===== config.mk =====
export PLATFORM = sky130hd
export DESIGN_NAME = fetch_unit
export DESIGN_NICKNAME = d
export VERILOG_FILES = /design/src/rtl/fetch_unit_pkg.sv /design/src/rtl/fetch_fifo.sv /design/src/rtl/fetch_unit.sv
export SDC_FILE = /design/constraint.sdc
export NUM_CORES = 1
export LEC_CHECK = 0
export ABC_CLOCK_PERIOD_IN_PS = 11200
export BUFFER_PORTS_ARGS = -buffer_cell sky130_fd_sc_hd__buf_4
export CAP_MARGIN = 20
export CELL_PAD_IN_SITES_DETAIL_PLACEMENT = 0
export CELL_PAD_IN_SITES_GLOBAL_PLACEMENT = 1
export CORE_MARGIN = 2
export CORE_UTILIZATION = 45
export CTS_BUF_LIST = sky130_fd_sc_hd__clkbuf_8
export DETAILED_ROUTE_END_ITERATION = 8
export HOLD_SLACK_MARGIN = 0.15
export PLACE_DENSITY = 0.9
export SYNTH_ARGS = -nofsm -noshare
export SYNTH_HDL_FRONTEND = slang
export SYNTH_SLANG_ARGS = --single-unit

===== constraint.sdc =====
create_clock -name clk -period 11.2 [get_ports clk]
set_input_delay 2.24 -clock clk [delete_from_list [all_inputs] [get_ports clk]]
set_output_delay 2.24 -clock clk [all_outputs]
set_load 0.1 [all_outputs]

===== src/rtl/fetch_unit_pkg.sv =====
// Shared constants and types for the instruction fetch unit.
package fetch_unit_pkg;

  localparam int                    INST_WIDTH       = 32;
  localparam logic [31:0]           DEFAULT_RESET_PC = 32'h0000_0000;
  localparam logic [INST_WIDTH-1:0] NOP_INST         = 32'h0000_0013;
  localparam int                    FETCH_BUF_DEPTH  = 2;

  typedef enum logic [1:0] {
    IDLE  = 2'd0,
    RUN   = 2'd1,
    FLUSH = 2'd2
  } fetch_state_e;

  // One buffered fetch: the word and the address it came from.
  typedef struct packed {
    logic [INST_WIDTH-1:0] inst;
    logic [31:0]           pc;
  } fetch_entry_t;

  // Instruction addresses are always word aligned.
  function automatic logic [31:0] align_word(input logic [31:0] a);
    return {a[31:2], 2'b00};
  endfunction

endpackage


===== src/rtl/fetch_fifo.sv =====
// Small circular instruction buffer with push, pop and single-cycle flush.
module fetch_fifo #(
  parameter int DEPTH = 2,
  parameter int WIDTH = 64
) (
  input  logic                         clk,
  input  logic                         rst,
  input  logic                         push,
  input  logic                         pop,
  input  logic                         flush,
  input  logic [WIDTH-1:0]             wdata,
  output logic [WIDTH-1:0]             rdata,
  output logic                         full,
  output logic                         empty,
  output logic [$clog2(DEPTH+1)-1:0]   count
);
  localparam int CW = $clog2(DEPTH + 1);
  localparam int PW = (DEPTH > 1) ? $clog2(DEPTH) : 1;

  logic [WIDTH-1:0] mem_q [DEPTH];
  logic [WIDTH-1:0] mem_d [DEPTH];
  logic [PW-1:0]    rd_ptr_q, rd_ptr_d, wr_ptr_q, wr_ptr_d;
  logic [CW-1:0]    count_q, count_d;
  logic             do_push, do_pop;

  function automatic logic [PW-1:0] ptr_inc(input logic [PW-1:0] p);
    return (p == PW'(DEPTH - 1)) ? '0 : p + PW'(1);
  endfunction

  assign empty = (count_q == '0);
  assign full  = (count_q == CW'(DEPTH));
  assign count = count_q;
  assign rdata = mem_q[rd_ptr_q];

  // Next-state for storage, pointers and occupancy; flush wins over push/pop
  always_comb begin
    mem_d    = mem_q;
    rd_ptr_d = rd_ptr_q;
    wr_ptr_d = wr_ptr_q;
    do_push  = push & ~flush;
    do_pop   = pop & ~empty & ~flush;
    if (do_push) begin
      mem_d[wr_ptr_q] = wdata;
      wr_ptr_d        = ptr_inc(wr_ptr_q);
    end
    if (do_pop) rd_ptr_d = ptr_inc(rd_ptr_q);
    count_d = count_q + CW'(do_push) - CW'(do_pop);
    if (flush) begin
      rd_ptr_d = '0;
      wr_ptr_d = '0;
      count_d  = '0;
    end
  end

  // Buffer state registers
  always_ff @(posedge clk or posedge rst) begin
    if (rst) begin
      for (int i = 0; i < DEPTH; i++) mem_q[i] <= '0;
      rd_ptr_q <= '0;
      wr_ptr_q <= '0;
      count_q  <= '0;
    end else begin
      mem_q    <= mem_d;
      rd_ptr_q <= rd_ptr_d;
      wr_ptr_q <= wr_ptr_d;
      count_q  <= count_d;
    end
  end

endmodule


===== src/rtl/fetch_unit.sv =====
// Instruction fetch: issues in-order memory requests, buffers returned
// words, and discards in-flight responses after a redirect.
module fetch_unit
  import fetch_unit_pkg::*;
#(
  parameter logic [31:0] RESET_PC  = DEFAULT_RESET_PC,
  parameter int          BUF_DEPTH = FETCH_BUF_DEPTH
) (
  input  logic                  clk,
  input  logic                  reset,
  input  logic                  system_stall,
  input  logic                  redirect_valid,
  input  logic [31:0]           redirect_pc,
  output logic                  imem_req,
  output logic [31:0]           imem_addr,
  input  logic                  imem_gnt,
  input  logic                  imem_rvalid,
  input  logic [INST_WIDTH-1:0] imem_rdata,
  output logic [INST_WIDTH-1:0] instruction,
  output logic [31:0]           instr_pc,
  output logic                  instr_valid
);
  localparam int FCW = $clog2(BUF_DEPTH + 1);
  localparam int CW  = FCW + 1;

  fetch_state_e  state_q, state_d;
  logic [31:0]   pc_q, pc_d;
  logic [CW-1:0] out_q, out_d;     // granted, response not yet seen
  logic [CW-1:0] disc_q, disc_d;   // responses still to be thrown away
  logic [CW-1:0] occ;
  logic          fire, rv_run, rv_drop;

  logic           fifo_push, fifo_pop, fifo_flush, fifo_full, fifo_empty;
  logic [FCW-1:0] fifo_count;
  fetch_entry_t   head_entry, push_entry;
  logic [31:0]    resp_pc;

  // Responses are in order, so the oldest outstanding fetch sits out_q
  // words behind the next request address.
  assign resp_pc    = pc_q - (32'(out_q) << 2);
  assign push_entry = '{inst: imem_rdata, pc: resp_pc};
  assign occ        = CW'(fifo_count) + out_q;

  assign imem_addr   = pc_q;
  assign instr_valid = ~fifo_empty;
  assign instruction = fifo_empty ? NOP_INST : head_entry.inst;
  assign instr_pc    = fifo_empty ? pc_q : head_entry.pc;
  assign fifo_pop    = instr_valid & ~system_stall & ~redirect_valid;

  // Next-state, request generation and fetch accounting
  always_comb begin
    state_d    = state_q;
    pc_d       = pc_q;
    disc_d     = disc_q;
    imem_req   = 1'b0;
    fifo_flush = 1'b0;
    rv_run     = 1'b0;
    rv_drop    = 1'b0;
    case (state_q)
      IDLE:  state_d = RUN;
      RUN: begin
        imem_req = (occ < CW'(BUF_DEPTH)) && !redirect_valid;
        rv_run   = imem_rvalid && (out_q != '0);
      end
      FLUSH: rv_drop = imem_rvalid && (disc_q != '0);
      default: state_d = IDLE;
    endcase
    fire      = imem_req & imem_gnt;
    if (fire) pc_d = pc_q + 32'd4;
    out_d     = out_q + CW'(fire) - CW'(rv_run);
    fifo_push = rv_run;
    if (rv_drop) disc_d = disc_q - CW'(1);
    if (state_q == FLUSH && disc_d == '0) state_d = RUN;
    // A redirect turns everything still in flight into discards
    if (redirect_valid) begin
      fifo_flush = 1'b1;
      fifo_push  = 1'b0;
      pc_d       = align_word(redirect_pc);
      disc_d     = disc_d + out_d;
      out_d      = '0;
      state_d    = (disc_d != '0) ? FLUSH : RUN;
    end
  end

  // FSM state register
  always_ff @(posedge clk or posedge reset) begin
    if (reset) state_q <= IDLE;
    else       state_q <= state_d;
  end

  // PC and in-flight counters
  always_ff @(posedge clk or posedge reset) begin
    if (reset) begin
      pc_q   <= RESET_PC;
      out_q  <= '0;
      disc_q <= '0;
    end else begin
      pc_q   <= pc_d;
      out_q  <= out_d;
      disc_q <= disc_d;
    end
  end

  fetch_fifo #(
    .DEPTH (BUF_DEPTH),
    .WIDTH ($bits(fetch_entry_t))
  ) u_buf (
    .clk   (clk),
    .rst   (reset),
    .push  (fifo_push),
    .pop   (fifo_pop),
    .flush (fifo_flush),
    .wdata (push_entry),
    .rdata (head_entry),
    .full  (fifo_full),
    .empty (fifo_empty),
    .count (fifo_count)
  );

  // Occupancy accounting must make a push into a full buffer unreachable
  always_ff @(posedge clk) begin
    if (!reset) assert (!(fifo_push && fifo_full && !fifo_pop));
  end

endmodule


==> flow_summary_export.csv, run 1 <==
group,metric,value,unit
yosys,syn-cell-area,9010,um2
critical_path,reg2reg_slack,6600,ps
timing,finClkSkew,14.5,ps
power,p_per_area,154,nW/um2
critical_path,crit_path_start_kind,"input port",
floorplan,die-area,21200,um2
routing,drc,0,
yosys,ys_seq_area_frac,0.461,
routing,vias,7671,
place,place_congestion,0.844,
run,maxCapViolations,0,
global_route,grt_max_degree,104,
timing,worst_slew_pin_slew,939,ps
clock_network,clk_latency,450,ps
yosys,synthTopCellsByArea,"dfrtp_1 (46%), nand2_1 (14%), mux2i_1 (7.3%), o21ai_0 (5.7%), clkbuf_1 (2.6%)",
global_route,grt.overflow.total,0,
global_route,first_global_vias,7599,
clock_network,clock_sinks,166,
final_layout,multi_input_area,4400,um2
final_layout,area_growth,18.7,%
timing,grt_setup_unrepaired,"no",
min_path,hold_start,"u_buf.mem_q[61]",
floorplan,dieHeight,145,um
final_layout,fillCellCount,1914,
final_layout,fin_nets,1260,
run_status,status,"completed",
timing,setup_viol,0,
power,switching_power,0.666,mW
timing,setup_tns,0,ps
timing,hold_slack,479,ps
yosys,async_flop_share,1.00,
critical_path,endpoint_kind,"flop",
timing,slew_violations,0,
clock_network,cts.repair.resized,0,
floorplan,die_w,145,um
place,port_buffers,161,
clock_network,cts_tree,"yes",
critical_path,worstReg2RegEnd,"state_q[0]",
critical_path,cpMaxStageDelayCell,"and4_1",
clock_network,htreeDepth,4,
timing,clock.fmax,174,MHz
floorplan,pin_count,168,
routing,drt_iter0_drc,466,
critical_path,required,11540,ps
power,clkPwrFrac,0.256,
yosys,yosysTopAreaCell,"dfrtp_1",
routing,drtPass1Iterations,4,
routing,wire_per_inst,16.3,um
min_path,hold_class,"flop to flop",
power,switching_share,0.403,
yosys,syn-instance-count,1063,
floorplan,core-area,19500,um2
yosys,synth_ff_type,"dfrtp_1",
global_route,track_usage,0.227,
min_path,hold_end,"u_buf.mem_q[61]",
timing,max_slew_margin,0.374,
routing,viasPerCell,5.29,
critical_path,ff2ff_path_depth,17,
timing,post-route-period-util,0.514,
critical_path,critPathMaxStageDelay,590,ps
floorplan,start_util,0.461,
critical_path,crit_fanout,52,
final_layout,drive_above_1_share,0.187,
yosys,synth_edf_count,0,
clock_network,cts_buffers,17,
yosys,ys_ff_latch,166,
clock_network,clockBufferDepth,2,
power,intPower,0.986,mW
critical_path,crit_type,"input port to flop",
yosys,syn_avg_cell_area,8.47,um2
yosys,ys_top_cells_by_count,"nand2_1 (326), dfrtp_1 (166), o21ai_0 (103), mux2i_1 (66), clkbuf_1 (63)",
power,pwr-share-comb,0.309,
min_path,hold_path_depth,2,
clock_network,cts_setup_buffers,0,
yosys,yosys_warnings,0,
routing,ant_nets,0,
critical_path,arrival,6100,ps
clock_network,clockRootBuffer,"clkbuf_8",
place,dp_hpwl,15800,um
power,ir_drop,0.106,mV
floorplan,num_rows,51,
yosys,ys_types,56,
global_route,antenna_found_initial,1,
timing,finalHoldViolCount,0,
critical_path,crit_chain,"buf_4 > nor2b_1 > and4_1 > inv_1 > buf_4 > ha_1 > inv_1 > ha_1 > inv_1 > fa_1 > inv_1 > fa_1 > xnor2_1 > xor2_1 > nor3_1 > a221o_1",
yosys,yosysTopAreaCellShare,0.461,
critical_path,crit_top_cell,"inv_1",
power,power_frac_seq,0.435,
critical_path,r2r_start,"out_q[1]",
clock_network,ctsHoldBuffers,0,
yosys,yosysMostFrequentCell,"nand2_1",
global_route,grt_pass1_wl,39000,um
clock_network,clk_pin_slew_worst_paths,90,ps
timing,period_needed,5750,ps
routing,wirelength,23700,um
power,power_leakage,4.98,nW
final_layout,regArea,4160,um2
-- cells in the final DEF (no fill, tap or decap), drive strengths merged, types with 13 or more instances in the layout --
| cell | Yosys | final |
|---|---|---|
| nor4 | 16 | 16 |
| nand3 | 24 | 24 |
| buf | 22 | 172 |
| inv | 31 | 35 |
| ha | 14 | 14 |
| clkbuf | 63 | 19 |
| nand4 | 22 | 22 |
| mux2i | 66 | 66 |
| xor2 | 13 | 13 |
| nand2 | 326 | 326 |
| dfrtp | 166 | 166 |
| nor3 | 13 | 13 |
| xnor2 | 23 | 23 |
| o21ai | 106 | 106 |
| nor2 | 62 | 62 |
-- worst max-delay path: cells and delay by family --
family          cells  cell delay [ps]
fa+ha+maj           4             1330
simple gates        3              950
buf+inv             6              770
xor+xnor            2              430
compound gates      1              350
-- metrics by stage --
step | setup slack, ps | util | instance area [um2] | cells | power (mW)
floorplan | 4470 | - | 9020 | 1066 | 1.11
global placement | 5070 | 0.528 | 10300 | 1418 | 1.23
detailed placement | 5000 | 0.528 | 10300 | 1418 | 1.24
CTS | 5490 | 0.548 | 10700 | 1450 | 1.67
global route | 5220 | 0.548 | 10700 | 1451 | 1.74
finish | 5450 | 0.548 | 10700 | 1451 | 1.65
-- metal layers --
| metal | vias to the layer above | GRT usage | routed length, um |
|---|---|---|---|
| li1 | 3777 | - | - |
| met1 | 3688 | 0.300 | 10900 |
| met2 | 185 | 0.382 | 11400 |
| met3 | 21 | 0.0354 | 965 |
| met4 | 0 | 0.0765 | 385 |
| met5 | - | 0 | 0 |
-- area by class of cell --
type,instances,area share
Multi-Input combinational cell,783,0.412
Sequential cell,166,0.389
Timing Repair Buffer,172,0.121
Tap cell,265,0.0310
Clock buffer,19,0.0245
Inverter,32,0.0117
Clock inverter,13,0.0115
Antenna cell,1,0.000234
-- worst max path at each step --
stage,start,to,cells past startpoint
after floorplan,reset,disc_q[0],1
after global placement,redirect_valid,state_q[0],16
after detailed placement,redirect_valid,state_q[0],16
after CTS,redirect_valid,state_q[0],16
after global routing,redirect_valid,state_q[0],16
final,redirect_valid,state_q[0],16
-- power by group through the flow --
| stage | registers (mW) | clock network, mW | logic (mW) |
|---|---|---|---|
| finish | 0.719 | 0.423 | 0.510 |
| global route | 0.728 | 0.460 | 0.550 |
| CTS | 0.719 | 0.436 | 0.513 |
| detailed placement | 0.731 | 0 | 0.512 |
| global placement | 0.729 | 0 | 0.504 |
| floorplan | 0.789 | 0 | 0.325 |
-- state kept, by name, indices dropped and copies added (netlist names) --
signal / count
disc_q: 3
imem_addr: 30
out_q: 3
state_q: 2
u_buf.count: 2
u_buf.mem_q: 124
u_buf.rd_ptr_q: 1
u_buf.wr_ptr_q: 1
-- kinds of logic after synthesis --
kind of cell             share of synthesized area
XOR/XNOR                                    0.0375
other                                     0.000416
flip-flops                                   0.461
buffers and inverters                       0.0532
AND/OR/NAND/NOR                              0.244
adder cells (fa/ha/maj)                     0.0283
multiplexers                                0.0783
AO/OA/AOI/OAI                               0.0975
(Power assumes the default switching activity.)
==> inputs of run 2 (changes only) <==
--- a/config.mk
+++ b/config.mk
@@ -5,17 +5,18 @@
 export SDC_FILE = /design/constraint.sdc
 export NUM_CORES = 1
 export LEC_CHECK = 0
-export ABC_CLOCK_PERIOD_IN_PS = 11200
+export ABC_AREA = 1
+export ABC_CLOCK_PERIOD_IN_PS = 5100
 export BUFFER_PORTS_ARGS = -buffer_cell sky130_fd_sc_hd__buf_4
 export CAP_MARGIN = 20
 export CELL_PAD_IN_SITES_DETAIL_PLACEMENT = 0
 export CELL_PAD_IN_SITES_GLOBAL_PLACEMENT = 1
 export CORE_MARGIN = 2
-export CORE_UTILIZATION = 45
+export CORE_UTILIZATION = 38
 export CTS_BUF_LIST = sky130_fd_sc_hd__clkbuf_8
 export DETAILED_ROUTE_END_ITERATION = 8
 export HOLD_SLACK_MARGIN = 0.15
-export PLACE_DENSITY = 0.9
+export PLACE_DENSITY = 0.83
 export SYNTH_ARGS = -nofsm -noshare
 export SYNTH_HDL_FRONTEND = slang
 export SYNTH_SLANG_ARGS = --single-unit
==> constraint.sdc (replaced) <==
create_clock -name clk -period 5.1 [get_ports clk]
set_input_delay 1.02 -clock clk [delete_from_list [all_inputs] [get_ports clk]]
set_output_delay 1.02 -clock clk [all_outputs]
set_load 0.1 [all_outputs]
==> run 2 against run 1 <==
Compared with the run above: count of clock-buffer cells in the layout shrank 2; sequential cell count is the same; setup slack lost 4400 ps; critical path depth grew 4; worst hold slack gained 2.3 ps; cell area grew 6.5%; area after synthesis grew 6.7%; largest cell class unchanged; largest power group is now combinational logic; highest routed layer unchanged.
==> flow_summary_export.csv, run 2 <==
group,metric,value,unit
place,pre_cts_ws,1120,ps
critical_path,cpMaxStageDelayCell,"fa_1",
yosys,yosysTopAreaCell,"dfrtp_1",
routing,wirelength,27900,um
critical_path,required,5480,ps
final_layout,drive_above_1_share,0.155,
yosys,synth_ff_type,"dfrtp_1",
clock_network,clockRootBuffer,"clkbuf_8",
run_status,status,"completed",
min_path,hold_end,"u_buf.mem_q[70]",
timing,hold_slack,481,ps
timing,grt_setup_unrepaired,"no",
place,port_buffers,161,
run,maxCapViolations,0,
place,dp_hpwl,19400,um
min_path,hold_class,"flop to flop",
yosys,synth_edf_count,0,
global_route,first_global_vias,8348,
global_route,grt_util_met1,0.305,
critical_path,crit_type,"flop to flop",
yosys,synthTopCellsByArea,"dfrtp_1 (43%), nand2_1 (19%), o21ai_0 (5.6%), inv_1 (5.2%), nor2_1 (3.7%)",
clock_network,clk_pin_slew_worst_paths,110,ps
critical_path,endpoint_kind,"flop",
floorplan,pin_count,168,
final_layout,final_common_cell,"nand2_1",
routing,drt_iter0_drc,633,
clock_network,cts_setup_buffers,0,
clock_network,cts_tree,"yes",
critical_path,crit_path_start_kind,"flop",
global_route,grt_use_met3,0.0543,
yosys,ys_seq_area_frac,0.432,
global_route,antenna_found_initial,0,
power,p_total,5.05,mW
timing,worst_slew_pin_slew,940,ps
timing,fin_ws,1050,ps
timing,period_needed,4050,ps
floorplan,start_util,0.384,
yosys,ys_ff_latch,166,
timing,max_slew_margin,0.372,
clock_network,htreeDepth,4,
critical_path,crit_chain,"inv_1 > fa_1 > nand2_1 > nor2_1 > nand3_1 > ha_1 > inv_1 > ha_1 > inv_1 > fa_1 > inv_1 > fa_1 > inv_1 > nand3_1 > nand2_1 > nand2_1 > nand3_1 > nand2_1 > nand2_1 > nand2_1",
floorplan,die_w,163,um
final_layout,fin_nets,1539,
min_path,hold_start,"u_buf.mem_q[70]",
timing,finalHoldViolCount,0,
power,power_leakage,5.72,nW
timing,clock.fmax,247,MHz
clock_network,clk_latency,480,ps
yosys,async_flop_share,1.00,
final_layout,instances_no_fill,1794,
routing,viasPerCell,4.99,
routing,drtPass1Iterations,5,
yosys,syn-instance-count,1332,
final_layout,utilization,0.455,
final_layout,fillCellCount,2613,
yosys,syn-cell-area,9610,um2
routing,drc,0,
clock_network,cts.repair.resized,0,
yosys,ys_top_cells_by_count,"nand2_1 (487), dfrtp_1 (166), inv_1 (132), o21ai_0 (107), nor2_1 (96)",
critical_path,critPathMaxStageDelay,540,ps
final_layout,largest_register_ffs,124,
yosys,yosysTopAreaCellShare,0.432,
timing,setup_tns,0,ps
routing,wire_per_inst,15.6,um
critical_path,worstSetupStartpoint,"out_q[1]",
place,placed_cells,1762,
critical_path,arrival,4430,ps
clock_network,clockBufferDepth,2,
timing,setup_viol,0,
place,place_congestion,0.845,
routing,ant_nets,0,
critical_path,r2r_start,"out_q[1]",
global_route,grt_max_degree,118,
yosys,ys_types,38,
min_path,hold_path_depth,2,
final_layout,largest-register,"u_buf.mem_q",
timing,post-route-period-util,0.794,
global_route,use_met2,0.328,
power,p_per_area,444,nW/um2
routing,vias,8949,
critical_path,crit_fanout,11,
global_route,grt_pass1_wl,44700,um
final_layout,final_cell_mix,"nand2_1 (487), buf_4 (170), dfrtp_1 (165), inv_1 (131), o21ai_0 (107)",
yosys,yosysMostFrequentCell,"nand2_1",
yosys,yosys_warnings,0,
floorplan,num_rows,58,
floorplan,dieHeight,163,um
global_route,track_usage,0.215,
critical_path,reg2reg_slack,1050,ps
power,ir_drop,0.258,mV
timing,slew_violations,0,
floorplan,die-area,26600,um2
place,placed_area,11000,um2
clock_network,cts_buffers,17,
floorplan,core-area,25000,um2
clock_network,clock_sinks,166,
critical_path,ff2ff_path_depth,20,
global_route,grt.overflow.total,0,
final_layout,antenna_cells,0,
clock_network,ctsHoldBuffers,0,
global_route,gr-max-usage-layer,"met2",
final_layout,finalInstanceArea,11400,um2
final_layout,area_growth,18.5,%
critical_path,crit_top_cell,"nand2_1",
timing,finClkSkew,13.9,ps
yosys,syn_avg_cell_area,7.22,um2
critical_path,worstReg2RegEnd,"state_q[0]",
[run 2: changes by cell type in the layout (fill, tap and decap cells not counted), sizes merged, moves of 17 or more]
| cell | change |
|---|---|
| nand2 | +164 |
| xnor2 | -20 |
| a21oi | +55 |
| nand3 | +36 |
| a22oi | +17 |
| nor2 | +41 |
| mux2i | -66 |
| inv | +107 |
[run 2: power breakdown]
part / total (mW) / leakage, nW / switching, mW / internal, mW
sequential: 1.78 / 2.17 / 0.217 / 1.56
combinational: 2.24 / 3.32 / 1.69 / 0.554
clock: 1.03 / 0.219 / 0.607 / 0.427
[run 2: logic make-up after synthesis]
| kind of cell | count (synthesis) | synth area share |
|---|---|---|
| flip-flops | 166 | 0.432 |
| AO/OA/AOI/OAI | 227 | 0.130 |
| XOR/XNOR | 32 | 0.0292 |
| adder cells (fa/ha/maj) | 18 | 0.0265 |
| AND/OR/NAND/NOR | 676 | 0.287 |
| other | 1 | 0.000390 |
| buffers and inverters | 212 | 0.0950 |
[run 2: metal layers]
metal	up-vias	wire [um]
met4	0	509
met1	4224	13000
met3	29	2080
met5	-	0
li1	4444	-
met2	252	12300
[run 2: worst max-delay path, delay by kind of cell (launching register included)]
| kind | cells | cell delay, ps |
|---|---|---|
| flip-flops | 1 | 470 |
| AND/OR/NAND/NOR | 10 | 1070 |
| buffers and inverters | 5 | 380 |
| adder cells (fa/ha/maj) | 5 | 2020 |
[run 2: worst max-delay path by stage]
stage	slack, ps	to	depth (start not counted)
global route	730	state_q[0]	20
finish	1050	state_q[0]	20
global placement	1140	state_q[0]	20
CTS	1060	state_q[0]	20
detailed placement	1120	state_q[0]	20
floorplan	320	instr_pc[13]	4
[run 2: layout make-up]
type                            instances  area [um2]  area share
Inverter                              138         522      0.0458
Timing Repair Buffer                  171        1300       0.114
Multi-Input combinational cell        957        4570       0.401
Tap cell                              330         413      0.0362
Clock inverter                         15         205      0.0180
Clock buffer                           17         234      0.0205
Sequential cell                       166        4160       0.365
==> inputs of run 3 (changes only) <==
--- a/config.mk
+++ b/config.mk
@@ -5,14 +5,14 @@
 export SDC_FILE = /design/constraint.sdc
 export NUM_CORES = 1
 export LEC_CHECK = 0
-export ABC_AREA = 1
-export ABC_CLOCK_PERIOD_IN_PS = 5100
+export ABC_AREA = 0
+export ABC_CLOCK_PERIOD_IN_PS = 3300
 export BUFFER_PORTS_ARGS = -buffer_cell sky130_fd_sc_hd__buf_4
 export CAP_MARGIN = 20
 export CELL_PAD_IN_SITES_DETAIL_PLACEMENT = 0
 export CELL_PAD_IN_SITES_GLOBAL_PLACEMENT = 1
 export CORE_MARGIN = 2
-export CORE_UTILIZATION = 38
+export CORE_UTILIZATION = 39
 export CTS_BUF_LIST = sky130_fd_sc_hd__clkbuf_8
 export DETAILED_ROUTE_END_ITERATION = 8
 export HOLD_SLACK_MARGIN = 0.15
==> constraint.sdc (replaced) <==
create_clock -name clk -period 3.3 [get_ports clk]
set_input_delay 0.66 -clock clk [delete_from_list [all_inputs] [get_ports clk]]
set_output_delay 0.66 -clock clk [all_outputs]
set_load 0.1 [all_outputs]
==> run 3 against run 2 <==
Compared with the run above: the run now ends with negative setup slack left; cell area fell by 2.6%; critical path type unchanged; sequential cell count did not move; setup slack got worse by 1200 ps; register-to-register slack got worse by 1200 ps; sequential share of layout area is 1.0 points higher; via count down 12%; worst hold slack worse by 220 ps.
==> flow_summary_export.csv, run 3 (synthesized netlist as in run 1, its figures left out) <==
group,metric,value,unit
power,clkPwrFrac,0.243,
critical_path,critPathMaxStageDelay,560,ps
timing,slew_violations,0,
timing,period_needed,3480,ps
critical_path,crit_family,"adder cells",
timing,hold_slack,259,ps
timing,setup_tns,-252,ps
clock_network,htreeDepth,4,
routing,viasPerCell,5.24,
timing,max_slew_margin,0.597,
critical_path,arrival,3840,ps
clock_network,clk_latency,470,ps
global_route,track_usage,0.215,
global_route,antenna_found_initial,0,
min_path,hold_class,"input port to asynchronous set/reset pin",
critical_path,crit_path_start_kind,"flop",
place,dp_hpwl,17700,um
routing,drt_iter0_drc,506,
final_layout,fillCellCount,2222,
final_layout,area_growth,23.2,%
floorplan,core-area,22600,um2
power,power_leakage,5.17,nW
power,switching_share,0.410,
clock_network,clockRootBuffer,"clkbuf_8",
final_layout,fin_nets,1296,
final_layout,largest-register,"u_buf.mem_q",
clock_network,clockBufferDepth,2,
timing,clock.fmax,288,MHz
final_layout,drive_above_1_share,0.226,
power,p_per_area,508,nW/um2
final_layout,final_cell_mix,"nand2_1 (324), buf_4 (202), dfrtp_1 (164), o21ai_0 (72), mux2i_1 (66)",
power,intPower,3.33,mW
clock_network,cts_buffers,17,
routing,vias,7895,
timing,post-route-period-util,1.05,
place,port_buffers,161,
critical_path,endpoint_kind,"flop",
critical_path,crit_type,"flop to flop",
global_route,grt_max_degree,89,
critical_path,required,3670,ps
critical_path,crit_top_cell,"inv_2",
critical_path,crit_chain,"inv_2 > fa_2 > and4_4 > inv_4 > ha_4 > inv_2 > ha_4 > inv_2 > fa_1 > inv_2 > fa_2 > xnor2_2 > xor2_1 > nor3_2 > a221o_1",
run,maxCapViolations,0,
place,placed_cells,1467,
routing,drtPass1Iterations,5,
global_route,first_global_vias,7799,
floorplan,die_w,156,um
run_status,violations,"negative setup slack",
global_route,grt.overflow.total,0,
critical_path,cpMaxStageDelayCell,"fa_2",
final_layout,antenna_cells,0,
floorplan,start_util,0.398,
timing,fin_ws,-177,ps
critical_path,r2r_start,"out_q[1]",
routing,ant_nets,0,
final_layout,largest_register_ffs,124,
clock_network,clock_sinks,166,
timing,grt_setup_unrepaired,"yes",
timing,finalHoldViolCount,0,
power,pwr-share-comb,0.327,
power,power_frac_seq,0.429,
power,switching_power,2.31,mW
routing,wire_per_inst,16.9,um
critical_path,crit_fanout,2,
clock_network,cts_tree,"yes",
routing,drc,0,
final_layout,utilization,0.490,
run_status,status,"finished with violations",
floorplan,dieHeight,156,um
final_layout,final_common_cell,"nand2_1",
floorplan,die-area,24300,um2
routing,wirelength,25500,um
timing,finClkSkew,20.4,ps
global_route,grt_pass1_wl,41400,um
final_layout,instances_no_fill,1506,
place,place_congestion,0.807,
critical_path,worstSetupStartpoint,"out_q[1]",
clock_network,clk_pin_slew_worst_paths,100,ps
floorplan,pin_count,168,
timing,setup_viol,2,
critical_path,critPathBufInv,5,
timing,worst_slew_pin_slew,603,ps
floorplan,num_rows,55,
place,pre_cts_ws,-247,ps
power,ir_drop,0.370,mV
==> run 3: power groups by stage <==
stage | combinational, mW | clock, mW | sequential, mW
after floorplan | 1.12 | 0 | 2.68
after global placement | 1.81 | 0 | 2.45
after detailed placement | 1.83 | 0 | 2.46
after CTS | 1.86 | 1.41 | 2.42
after global routing | 2.00 | 1.48 | 2.45
final | 1.85 | 1.37 | 2.42
==> run 3: final timing paths <==
| check | slack (ps) | endpoint | cells past startpoint |
|---|---|---|---|
| min in group clk | 380 | u_buf.mem_q[57] | 3 |
| max | -180 | state_q[0] | 15 |
| min reg2reg | 480 | u_buf.mem_q[109] | 2 |
| max in group asynchronous | 2240 | imem_addr[25] | 3 |
| min | 260 | u_buf.mem_q[18] | 2 |
| max reg2reg | -180 | state_q[0] | 15 |
==> run 3: area by class of cell <==
cell class	instances	area, um2	area share
clock buffer	19	262	0.0236
tap	285	357	0.0321
sequential	166	4160	0.375
multi-input combinational	783	4460	0.402
inverter	32	126	0.0114
clock inverter	13	97.6	0.00880
timing repair buffer	208	1640	0.147
==> run 3: through the flow <==
stage               power (mW)  area [um2]
floorplan                 3.80        9080
global placement          4.26       10700
detailed placement        4.29       10700
CTS                       5.69       11100
global route              5.93       11100
finish                    5.64       11100
==> run 3: routing by layer <==
| layer | up-vias | GRT usage | share of wire | wire [um] |
|---|---|---|---|---|
| met5 | - | 0 | 0 | 0 |
| met4 | 0 | 0.0507 | 0.013 | 325 |
| met3 | 22 | 0.0314 | 0.029 | 733 |
| met2 | 144 | 0.359 | 0.49 | 12600 |
| met1 | 3879 | 0.296 | 0.47 | 11900 |
| li1 | 3850 | - | - | - |
==> run 3: repair_timing <==
| action | CTS | global route |
|---|---|---|
| pin swaps | 8 | 7 |
| endpoints found under the setup margin | 3 | 3 |
| hold endpoints to repair | 0 | 0 |
| gates resized for setup | 5 | 2 |
| hold buffers | 0 | 0 |
| buffers inserted | 6 | 2 |
